==> src/rtl/sfu_lut_pkg.sv <==
// Shared types and constants for the SFU lookup-ROM port arbiters.
// The lane tag is sized for the widest supported lane count, so any N_REQ from 2 to 8 fits.
package sfu_lut_pkg;

  localparam int LUT_ADDR_WIDTH = 5;
  localparam int LUT_DATA_WIDTH = 20;
  localparam int LUT_LATENCY    = 1;
  localparam int SFU_MAX_REQ    = 8;

  typedef logic [$clog2(SFU_MAX_REQ)-1:0] lane_idx_t;

  typedef struct packed {
    logic      vld;
    lane_idx_t tag;
  } inflight_t;

endpackage

==> src/rtl/sfu_rr_pick2.sv <==
// Combinational round-robin picker that selects up to two winners, starting the scan at i_rr_ptr.
// The first winner goes to port A; the second, later in scan order, goes to port B.
module sfu_rr_pick2
  import sfu_lut_pkg::*;
#(
  parameter int N_REQ = 4
) (
  input  logic [N_REQ-1:0] i_req,
  input  lane_idx_t        i_rr_ptr,
  output logic [N_REQ-1:0] o_gnt_a,
  output logic [N_REQ-1:0] o_gnt_b,
  output logic             o_vld_a,
  output logic             o_vld_b
);

  // Pick the lowest requester at or above ptr; if there is none, wrap around to the lowest requester.
  function automatic logic [N_REQ-1:0] pick_first(input logic [N_REQ-1:0] req,
                                                  input lane_idx_t        ptr);
    logic [N_REQ-1:0] hi;
    logic [N_REQ-1:0] src;
    logic             found;
    pick_first = '0;
    found      = 1'b0;
    for (int j = 0; j < N_REQ; j++) begin
      hi[j] = req[j] && (j >= int'(ptr));
    end
    src = (|hi) ? hi : req;
    for (int j = 0; j < N_REQ; j++) begin
      if (src[j] && !found) begin
        pick_first[j] = 1'b1;
        found         = 1'b1;
      end
    end
  endfunction

  logic [N_REQ-1:0] w_gnt_a;
  logic [N_REQ-1:0] w_gnt_b;

  // Removing winner A and scanning again from the same pointer yields the next lane in rotation order.
  assign w_gnt_a = pick_first(i_req, i_rr_ptr);
  assign w_gnt_b = pick_first(i_req & ~w_gnt_a, i_rr_ptr);

  assign o_gnt_a = w_gnt_a;
  assign o_gnt_b = w_gnt_b;
  assign o_vld_a = |w_gnt_a;
  assign o_vld_b = |w_gnt_b;

endmodule

==> src/rtl/sfu_lut_port_arbiter.sv <==
// Shares the two read ports of the SFU exp lookup ROM between N_REQ lanes.
// Grants are combinational; each response returns to its lane two cycles after the grant.
module sfu_lut_port_arbiter
  import sfu_lut_pkg::*;
#(
  parameter int N_REQ      = 4,
  parameter int ADDR_WIDTH = LUT_ADDR_WIDTH,
  parameter int DATA_WIDTH = LUT_DATA_WIDTH
) (
  input  logic                        clk,
  input  logic                        rst_n,
  input  logic [N_REQ-1:0]            req_valid,
  input  logic [N_REQ*ADDR_WIDTH-1:0] req_addr,
  output logic [N_REQ-1:0]            req_ready,
  output logic [N_REQ-1:0]            rsp_valid,
  output logic [N_REQ*DATA_WIDTH-1:0] rsp_data,
  output logic [ADDR_WIDTH-1:0]       lut_addr_a,
  output logic [ADDR_WIDTH-1:0]       lut_addr_b,
  output logic                        lut_we_a,
  output logic                        lut_we_b,
  input  logic [DATA_WIDTH-1:0]       lut_q_a,
  input  logic [DATA_WIDTH-1:0]       lut_q_b
);

  lane_idx_t                   r_rr_ptr;
  inflight_t                   r_stage_a;
  inflight_t                   r_stage_b;
  logic [N_REQ-1:0]            r_rsp_valid;
  logic [N_REQ*DATA_WIDTH-1:0] r_rsp_data;

  logic [N_REQ-1:0]            w_req;
  logic [N_REQ-1:0]            w_gnt_a;
  logic [N_REQ-1:0]            w_gnt_b;
  logic                        w_vld_a;
  logic                        w_vld_b;
  lane_idx_t                   w_idx_a;
  lane_idx_t                   w_idx_b;
  lane_idx_t                   w_last;
  lane_idx_t                   w_ptr_next;
  logic [ADDR_WIDTH-1:0]       w_addr_a;
  logic [ADDR_WIDTH-1:0]       w_addr_b;
  logic [N_REQ-1:0]            w_rsp_valid_next;
  logic [N_REQ*DATA_WIDTH-1:0] w_rsp_data_next;

  // Masking requests during reset suppresses every grant and idles both ports.
  assign w_req = rst_n ? req_valid : '0;

  sfu_rr_pick2 #(
    .N_REQ (N_REQ)
  ) u_pick (
    .i_req    (w_req),
    .i_rr_ptr (r_rr_ptr),
    .o_gnt_a  (w_gnt_a),
    .o_gnt_b  (w_gnt_b),
    .o_vld_a  (w_vld_a),
    .o_vld_b  (w_vld_b)
  );

  always_comb begin
    w_idx_a  = '0;
    w_idx_b  = '0;
    w_addr_a = '0;
    w_addr_b = '0;
    for (int i = 0; i < N_REQ; i++) begin
      if (w_gnt_a[i]) begin
        w_idx_a  = lane_idx_t'(i);
        w_addr_a = req_addr[i*ADDR_WIDTH +: ADDR_WIDTH];
      end
      if (w_gnt_b[i]) begin
        w_idx_b  = lane_idx_t'(i);
        w_addr_b = req_addr[i*ADDR_WIDTH +: ADDR_WIDTH];
      end
    end
  end

  // Port B is granted only when port A is also granted, so B, if valid, is the last lane granted.
  assign w_last = w_vld_b ? w_idx_b : w_idx_a;

  always_comb begin
    w_ptr_next = r_rr_ptr;
    if (w_vld_a) begin
      w_ptr_next = (w_last == lane_idx_t'(N_REQ - 1)) ? '0 : w_last + lane_idx_t'(1);
    end
  end

  always_comb begin
    w_rsp_valid_next = '0;
    w_rsp_data_next  = r_rsp_data;
    for (int i = 0; i < N_REQ; i++) begin
      if (r_stage_a.vld && r_stage_a.tag == lane_idx_t'(i)) begin
        w_rsp_valid_next[i]                       = 1'b1;
        w_rsp_data_next[i*DATA_WIDTH +: DATA_WIDTH] = lut_q_a;
      end
      if (r_stage_b.vld && r_stage_b.tag == lane_idx_t'(i)) begin
        w_rsp_valid_next[i]                       = 1'b1;
        w_rsp_data_next[i*DATA_WIDTH +: DATA_WIDTH] = lut_q_b;
      end
    end
  end

  always_ff @(posedge clk) begin
    if (!rst_n) begin
      r_rr_ptr    <= '0;
      r_stage_a   <= '0;
      r_stage_b   <= '0;
      r_rsp_valid <= '0;
      r_rsp_data  <= '0;
    end else begin
      r_rr_ptr    <= w_ptr_next;
      r_stage_a   <= '{vld: w_vld_a, tag: w_idx_a};
      r_stage_b   <= '{vld: w_vld_b, tag: w_idx_b};
      r_rsp_valid <= w_rsp_valid_next;
      r_rsp_data  <= w_rsp_data_next;
    end
  end

  assign req_ready  = w_gnt_a | w_gnt_b;
  assign lut_addr_a = w_addr_a;
  assign lut_addr_b = w_addr_b;
  assign lut_we_a   = 1'b0;
  assign lut_we_b   = 1'b0;
  assign rsp_valid  = r_rsp_valid;
  assign rsp_data   = r_rsp_data;

endmodule

==> config.mk <==
export PLATFORM = sky130hd
export DESIGN_NAME = sfu_lut_port_arbiter
export DESIGN_NICKNAME = d
export VERILOG_FILES = /design/src/rtl/sfu_lut_pkg.sv /design/src/rtl/sfu_rr_pick2.sv /design/src/rtl/sfu_lut_port_arbiter.sv
export SDC_FILE = /design/constraint.sdc
export NUM_CORES = 1
export LEC_CHECK = 0
export CORE_MARGIN = 10
export CORE_UTILIZATION = 50
export CTS_CLUSTER_SIZE = 28
export DETAILED_ROUTE_END_ITERATION = 12
export GPL_ROUTABILITY_DRIVEN = 0
export HOLD_SLACK_MARGIN = 0.08
export PLACE_DENSITY_LB_ADDON = 0.05
export REMOVE_ABC_BUFFERS = 1
export SLEW_MARGIN = 40
export SYNTH_ARGS = -nofsm -noshare
export SYNTH_HDL_FRONTEND = slang
export SYNTH_SLANG_ARGS = --single-unit
==> constraint.sdc <==
create_clock -name clk -period 5.04 [get_ports clk]
set_clock_uncertainty 0.2 [all_clocks]
set_input_delay 1.512 -clock clk [delete_from_list [all_inputs] [get_ports clk]]
set_output_delay 1.512 -clock clk [all_outputs]
set_load 0.05 [all_outputs]
==> flow_summary.ini, run 1 <==
[status]
outcome = completed

[timing]
hold_viol = 0
fin_crit_sh_pct = 98.8
slew_viol_final = 0
finalCriticalPeriod_ps = 4980
setup_slack_ps = 59.7
worstMarginPinSlew_ps = 827
timing.slew.headroom_pct = 44.8
rsz0062_at_grt = false
finalSetupViolCount = 0
holdWs_ps = 414
fmax_mhz = 201

[die]
core_um2 = 9680
die-area_um2 = 14200
fp.dieW_um = 119
start_util_pct = 50.7
pin_count = 166
die_h_um = 119
num_rows = 36

[clocking]
clkLatencyLatePin_ps = 350
cts-root-buf = clkbuf_8
cts_tree = done
cts-htree-levels = 3
clockBufferDepth = 2
holdBufCountCts = 0
cts_buffers = 9
clk_pin_slew_ps = 100
clock_sinks = 92

[worst_setup_path]
worst_path_most_repeated_cell = buf_12
slowest_delay_ps = 470
crit_buf_inv = 4
critPathKind = input port to output pin
worstReg2RegStart = r_rr_ptr[1]$_SDFFE_PN0P_
endpoint_kind = output pin
critPathLaunchType = input port
path_cells = clkdlybuf4s15_2 > inv_1 > o221ai_2 > o32ai_1 > nor3_4 > buf_12 > mux2_4 > buf_12
crit_family = buffers and inverters
crit_path_top_delay_cell = o32ai_1
critPathArrivalTime_ps = 3270
cp.required_ps = 3330
critPathLaunch = req_valid[2]
crit_fanout = 10

[grt]
grt_usage_pct = 20.6
grt_max_degree = 87
gr-total-overflow = 0
antenna_found_initial = 0
grt_pass1_wl_um = 24500
grt_pass1_vias = 4874

[synthesis]
yosysWarnings = 0
syn_area_per_cell_um2 = 9.56
ys_seq_area_share_pct = 37.5
ys.flop_type = dfxtp_1
syn_inst = 514
syn_area_um2 = 4910
yosysUniqueCellTypes = 55
synth_edf_count = 0
async_reset_ff_share_pct = 0
synth_seq_cells = 92

[place]
dpl-instance-area_um2 = 6810
numPortBuffers = 163
hpwlAfterDp_um = 11000
post-place-ws_ps = -524

[routing]
drc_errors = 0
avgViaCountPerCell = 5.68
totalWireLength_um = 15400
wire_per_inst_um = 18.8
firstDrtPassIters = 4
drtIter0Drc = 350
ant_nets = 0
num_vias = 4643

[run]
drv_cap = 0

[layout]
multi_input_area_um2 = 2900
fillers = 719
area_delta_synth_final_pct = 44.5
stdcell_area_um2 = 7100
antenna_cells = 0
layout.nets = 748
final-seq-area_um2 = 1840
drive_gt1_share_pct = 14.7
fin_util_pct = 73.3

[min_path]
hold_path_class = flip-flop to flip-flop
min-delay-start = rsp_data[50]$_SDFFE_PN0P_

[power]
leakagePower_nw = 4.00
p_per_area_nw_per_um2 = 322
vdd_ir_drop_max_mv = 0.213
[cell usage after synthesis, drive strengths merged, types with 2 or more instances]
master   n  area (um2)
mux2     5        63.8
buf     23         134
inv      4        15.0
dfxtp   92        1840
o22ai    2        18.8
nor2    10        37.5
a31oi    4        25.0
nor3b    2        15.0
o221ai   2        30.0
a22o     5        43.8
o21ai   13        65.1
clkbuf  25        93.8
a21boi   5        37.5
a221o    6        60.1
or2      2        12.5
nor3     6        35.0
a32o     5        50.1
o211a   80         801
nand3b   5        37.5
nand3    8        40.0
and2     6        40.0
a21o     4        30.0
a21oi    7        35.0
nand2   89         334
nor2b    5        33.8
mux2i   80         801
[metrics by stage]
step / TNS (ps) / std cells / total power, mW
final: 0 / 818 / 2.29
after global routing: 0 / 818 / 2.39
after CTS: 0 / 817 / 2.29
after detailed placement: -5130 / 800 / 1.79
after floorplan: 0 / 467 / 1.43
after global placement: -4270 / 800 / 1.77
[worst reg2reg max path: cells and delay by family, from the launching register on]
family          cells  cell delay, ps
compound gates      3             550
fa+ha+maj           1             270
buf+inv             1             140
flops               1             740
simple gates        4             770
[where the power goes]
| group | total, mW | internal (mW) | switching [mW] |
|---|---|---|---|
| Clock | 0.497 | 0.242 | 0.255 |
| Sequential | 0.856 | 0.803 | 0.0536 |
| Combinational | 0.933 | 0.373 | 0.560 |
| Total | 2.29 | 1.42 | 0.868 |
[flip-flops by register name, summed over array words and instances (netlist names)]
name       flops
r_stage_a      3
rsp_valid      4
r_rr_ptr       2
rsp_data      80
r_stage_b      3
[area by class of cell]
class	instances	area share [%]
multi-input combinational	371	40.8
timing repair buffer	203	27.9
tap	133	2.34
sequential	92	25.9
inverter	4	0.211
clock inverter	5	0.846
clock buffer	10	1.94
[final timing paths]
| check | to | slack (ps) | cells after the start |
|---|---|---|---|
| worst min register to register | rsp_data[50]$_SDFFE_PN0P_ | 410 | 3 |
| worst min-delay path | rsp_data[50]$_SDFFE_PN0P_ | 410 | 3 |
| worst max register to register | r_rr_ptr[1]$_SDFFE_PN0P_ | 2260 | 9 |
| worst max-delay path | lut_addr_b[3] | 60 | 8 |
[cells in the final DEF (no fill, tap or decap), types with 2 or more instances in the layout]
cell / Yosys / final
a221o_1: 6 / 6
mux2i_1: 80 / 80
o221ai_2: 2 / 2
nor3_1: 5 / 5
nor2b_1: 4 / 4
dfxtp_1: 92 / 92
nor2_2: 0 / 2
a32o_1: 5 / 5
buf_6: 2 / 6
buf_4: 4 / 42
a21boi_0: 4 / 4
a21o_1: 4 / 4
o21ai_0: 11 / 11
conb_1: 1 / 2
nand3b_1: 5 / 5
a21oi_1: 7 / 6
clkdlybuf4s50_1: 0 / 144
and2_4: 1 / 3
mux2_2: 3 / 3
mux2_4: 2 / 2
clkbuf_2: 0 / 2
buf_12: 0 / 6
a31oi_2: 0 / 2
nor2_1: 10 / 8
inv_1: 4 / 4
o21ai_1: 2 / 2
a22o_1: 5 / 5
clkbuf_8: 0 / 10
o211a_1: 80 / 80
nand2_1: 89 / 89
and2_1: 5 / 3
a31oi_1: 4 / 2
nand3_1: 8 / 6
[metal layers]
layer	share of wire (%)	global-route usage, %
met1	43	24.6
met2	47	34.1
met3	8.9	7.27
met4	1.6	6.18
met5	0	0
[kinds of logic (layout without fill, tap and decap cells)]
family                     Yosys count  count (layout)  synth area share (%)
DFF                                 92              92                  37.5
muxes                               85              85                  17.6
buffers and inverters               52             222                  4.94
and+or+nand+nor                    139             139                  12.9
other                                1               2                0.0763
adders and majority gates            1               1                 0.255
AOI/OAI and AO/OA                  144             144                  26.8
[timing repair]
item,in CTS,in global routing
endpoints found under the setup margin,13,10
setup buffers,2,1
endpoints found under the hold margin,0,0
resized for setup,13,14
pin swaps,1,4
Power figures use the tool's default switching activity.
==> run 2, diff against run 1 <==
--- a/config.mk
+++ b/config.mk
@@ -5,11 +5,13 @@
 export SDC_FILE = /design/constraint.sdc
 export NUM_CORES = 1
 export LEC_CHECK = 0
+export CELL_PAD_IN_SITES_DETAIL_PLACEMENT = 2
+export CELL_PAD_IN_SITES_GLOBAL_PLACEMENT = 2
 export CORE_MARGIN = 10
-export CORE_UTILIZATION = 50
+export CORE_UTILIZATION = 29
 export CTS_CLUSTER_SIZE = 28
 export DETAILED_ROUTE_END_ITERATION = 12
-export GPL_ROUTABILITY_DRIVEN = 0
+export GPL_ROUTABILITY_DRIVEN = 1
 export HOLD_SLACK_MARGIN = 0.08
 export PLACE_DENSITY_LB_ADDON = 0.05
 export REMOVE_ABC_BUFFERS = 1
==> flow_summary.ini, run 2 (same netlist as run 1, synthesis figures left out) <==
[status]
outcome = completed

[clocking]
clock_sinks = 92
cts_tree = done
holdBufCountCts = 0
clk_pin_slew_ps = 60
cts_buffers = 9
clockBufferDepth = 2
clkLatencyLatePin_ps = 340
cts-root-buf = clkbuf_16
cts-htree-levels = 3

[timing]
slew_viol_final = 0
hold_viol = 0
setup_tns_ps = 0
fin_crit_sh_pct = 98.4
fmax_mhz = 202
timing.slew.headroom_pct = 48.7
finalCriticalPeriod_ps = 4960
rsz0062_at_grt = false
worstMarginPinSlew_ps = 768
finalSetupViolCount = 0

[die]
fp.dieW_um = 150
pin_count = 166
num_rows = 47
start_util_pct = 29.6
die-area_um2 = 22600
core_um2 = 16600
die_h_um = 150

[layout]
multi_input_area_um2 = 2940
largest_register_ffs = 80
final_common_cell = clkdlybuf4s50_1
area_delta_synth_final_pct = 51.6
layout.nets = 750
stdcell_area_um2 = 7450
antenna_cells = 0
fillers = 1750
layout_common_cells = clkdlybuf4s50_1, dfxtp_1, nand2_1, mux2i_1, o211a_1
stdcell_count = 906
final-seq-area_um2 = 1840
drive_gt1_share_pct = 14.9

[worst_setup_path]
critPathKind = input port to output pin
crit_path_top_delay_cell = a32o_1
crit_fanout = 7
critPathLaunchType = input port
slowest_delay_ps = 290
endpoint_kind = output pin
cp.required_ps = 3330
critPathArrivalTime_ps = 3250
path_cells = clkdlybuf4s15_1 > buf_6 > or2b_1 > o221ai_4 > a221oi_4 > a32o_1 > mux2_4 > buf_8

[routing]
totalWireLength_um = 20300
firstDrtPassIters = 5
wire_per_inst_um = 22.4
drtIter0Drc = 212
ant_nets = 0
drc_errors = 0
num_vias = 4733
avgViaCountPerCell = 5.22

[grt]
grt_pass1_vias = 5278
grt_max_degree = 87
grt_usage_pct = 17.4
gr-total-overflow = 0
grt_pass1_wl_um = 30900
antenna_found_initial = 0

[place]
hpwlAfterDp_um = 14600
gp_congestion = 0.798
numPortBuffers = 163
dpl-instance-area_um2 = 7010
place_inst = 888

[power]
p_per_area_nw_per_um2 = 344
leakagePower_nw = 4.09
total_power_mw = 2.57
vdd_ir_drop_max_mv = 0.175

[run]
drv_cap = 0

[min_path]
hold_path_class = flip-flop to flip-flop
==> run 2: area by class of cell <==
| class | instances | share of cell area [%] |
|---|---|---|
| inverters | 4 | 0.202 |
| multi-input cells | 371 | 39.5 |
| clock inverters | 2 | 0.806 |
| flip-flops and latches | 92 | 24.7 |
| repair buffers | 205 | 27.8 |
| well taps | 220 | 3.70 |
| clock buffers | 12 | 3.31 |
==> run 2: worst max-delay path, delay by kind of cell <==
family                 cells  cell delay, ps
AO/OA/AOI/OAI              3             690
AND/OR/NAND/NOR            1             250
buffers and inverters      3             510
multiplexers               1             280
==> run 2: where the power goes <==
group	switching (mW)	internal (mW)	leakage, nW	total, mW
logic	0.590	0.391	3.19	0.981
clock network	0.277	0.443	0.149	0.721
registers	0.0601	0.804	0.753	0.864
==> run 2: repair_timing <==
action | 4_1_cts | 5_1_grt
setup buffers | 2 | 2
pin swaps | 4 | 6
endpoints found under the setup margin | 14 | 11
resized for setup | 26 | 13
==> run 2: worst paths after layout <==
kind / from / end / slack (ps) / depth (start not counted)
hold / removal: rsp_data[63]$_SDFFE_PN0P_ / rsp_data[63]$_SDFFE_PN0P_ / 410 / 3
setup reg to reg: r_rr_ptr[1]$_SDFFE_PN0P_ / r_rr_ptr[1]$_SDFFE_PN0P_ / 1860 / 10
hold reg to reg: rsp_data[63]$_SDFFE_PN0P_ / rsp_data[63]$_SDFFE_PN0P_ / 410 / 3
setup / recovery: req_valid[1] / lut_addr_b[1] / 80 / 8
==> run 2: routing by layer <==
layer	track usage, %	wire (um)	vias to the layer above
met5	0	0	-
met4	4.23	185	0
met3	3.93	968	13
met2	32.4	10600	104
met1	19.5	8470	2381
li1	-	-	2235
==> run 2: per-stage QoR <==
stage               setup WS [ps]  hold slack (ps)  utilization [%]
floorplan                     312              484                -
global placement             -342              384             42.1
detailed placement           -505              404             42.3
CTS                          11.7              423             44.7
global route                 8.79              448             44.9
finish                       79.6              412             44.9
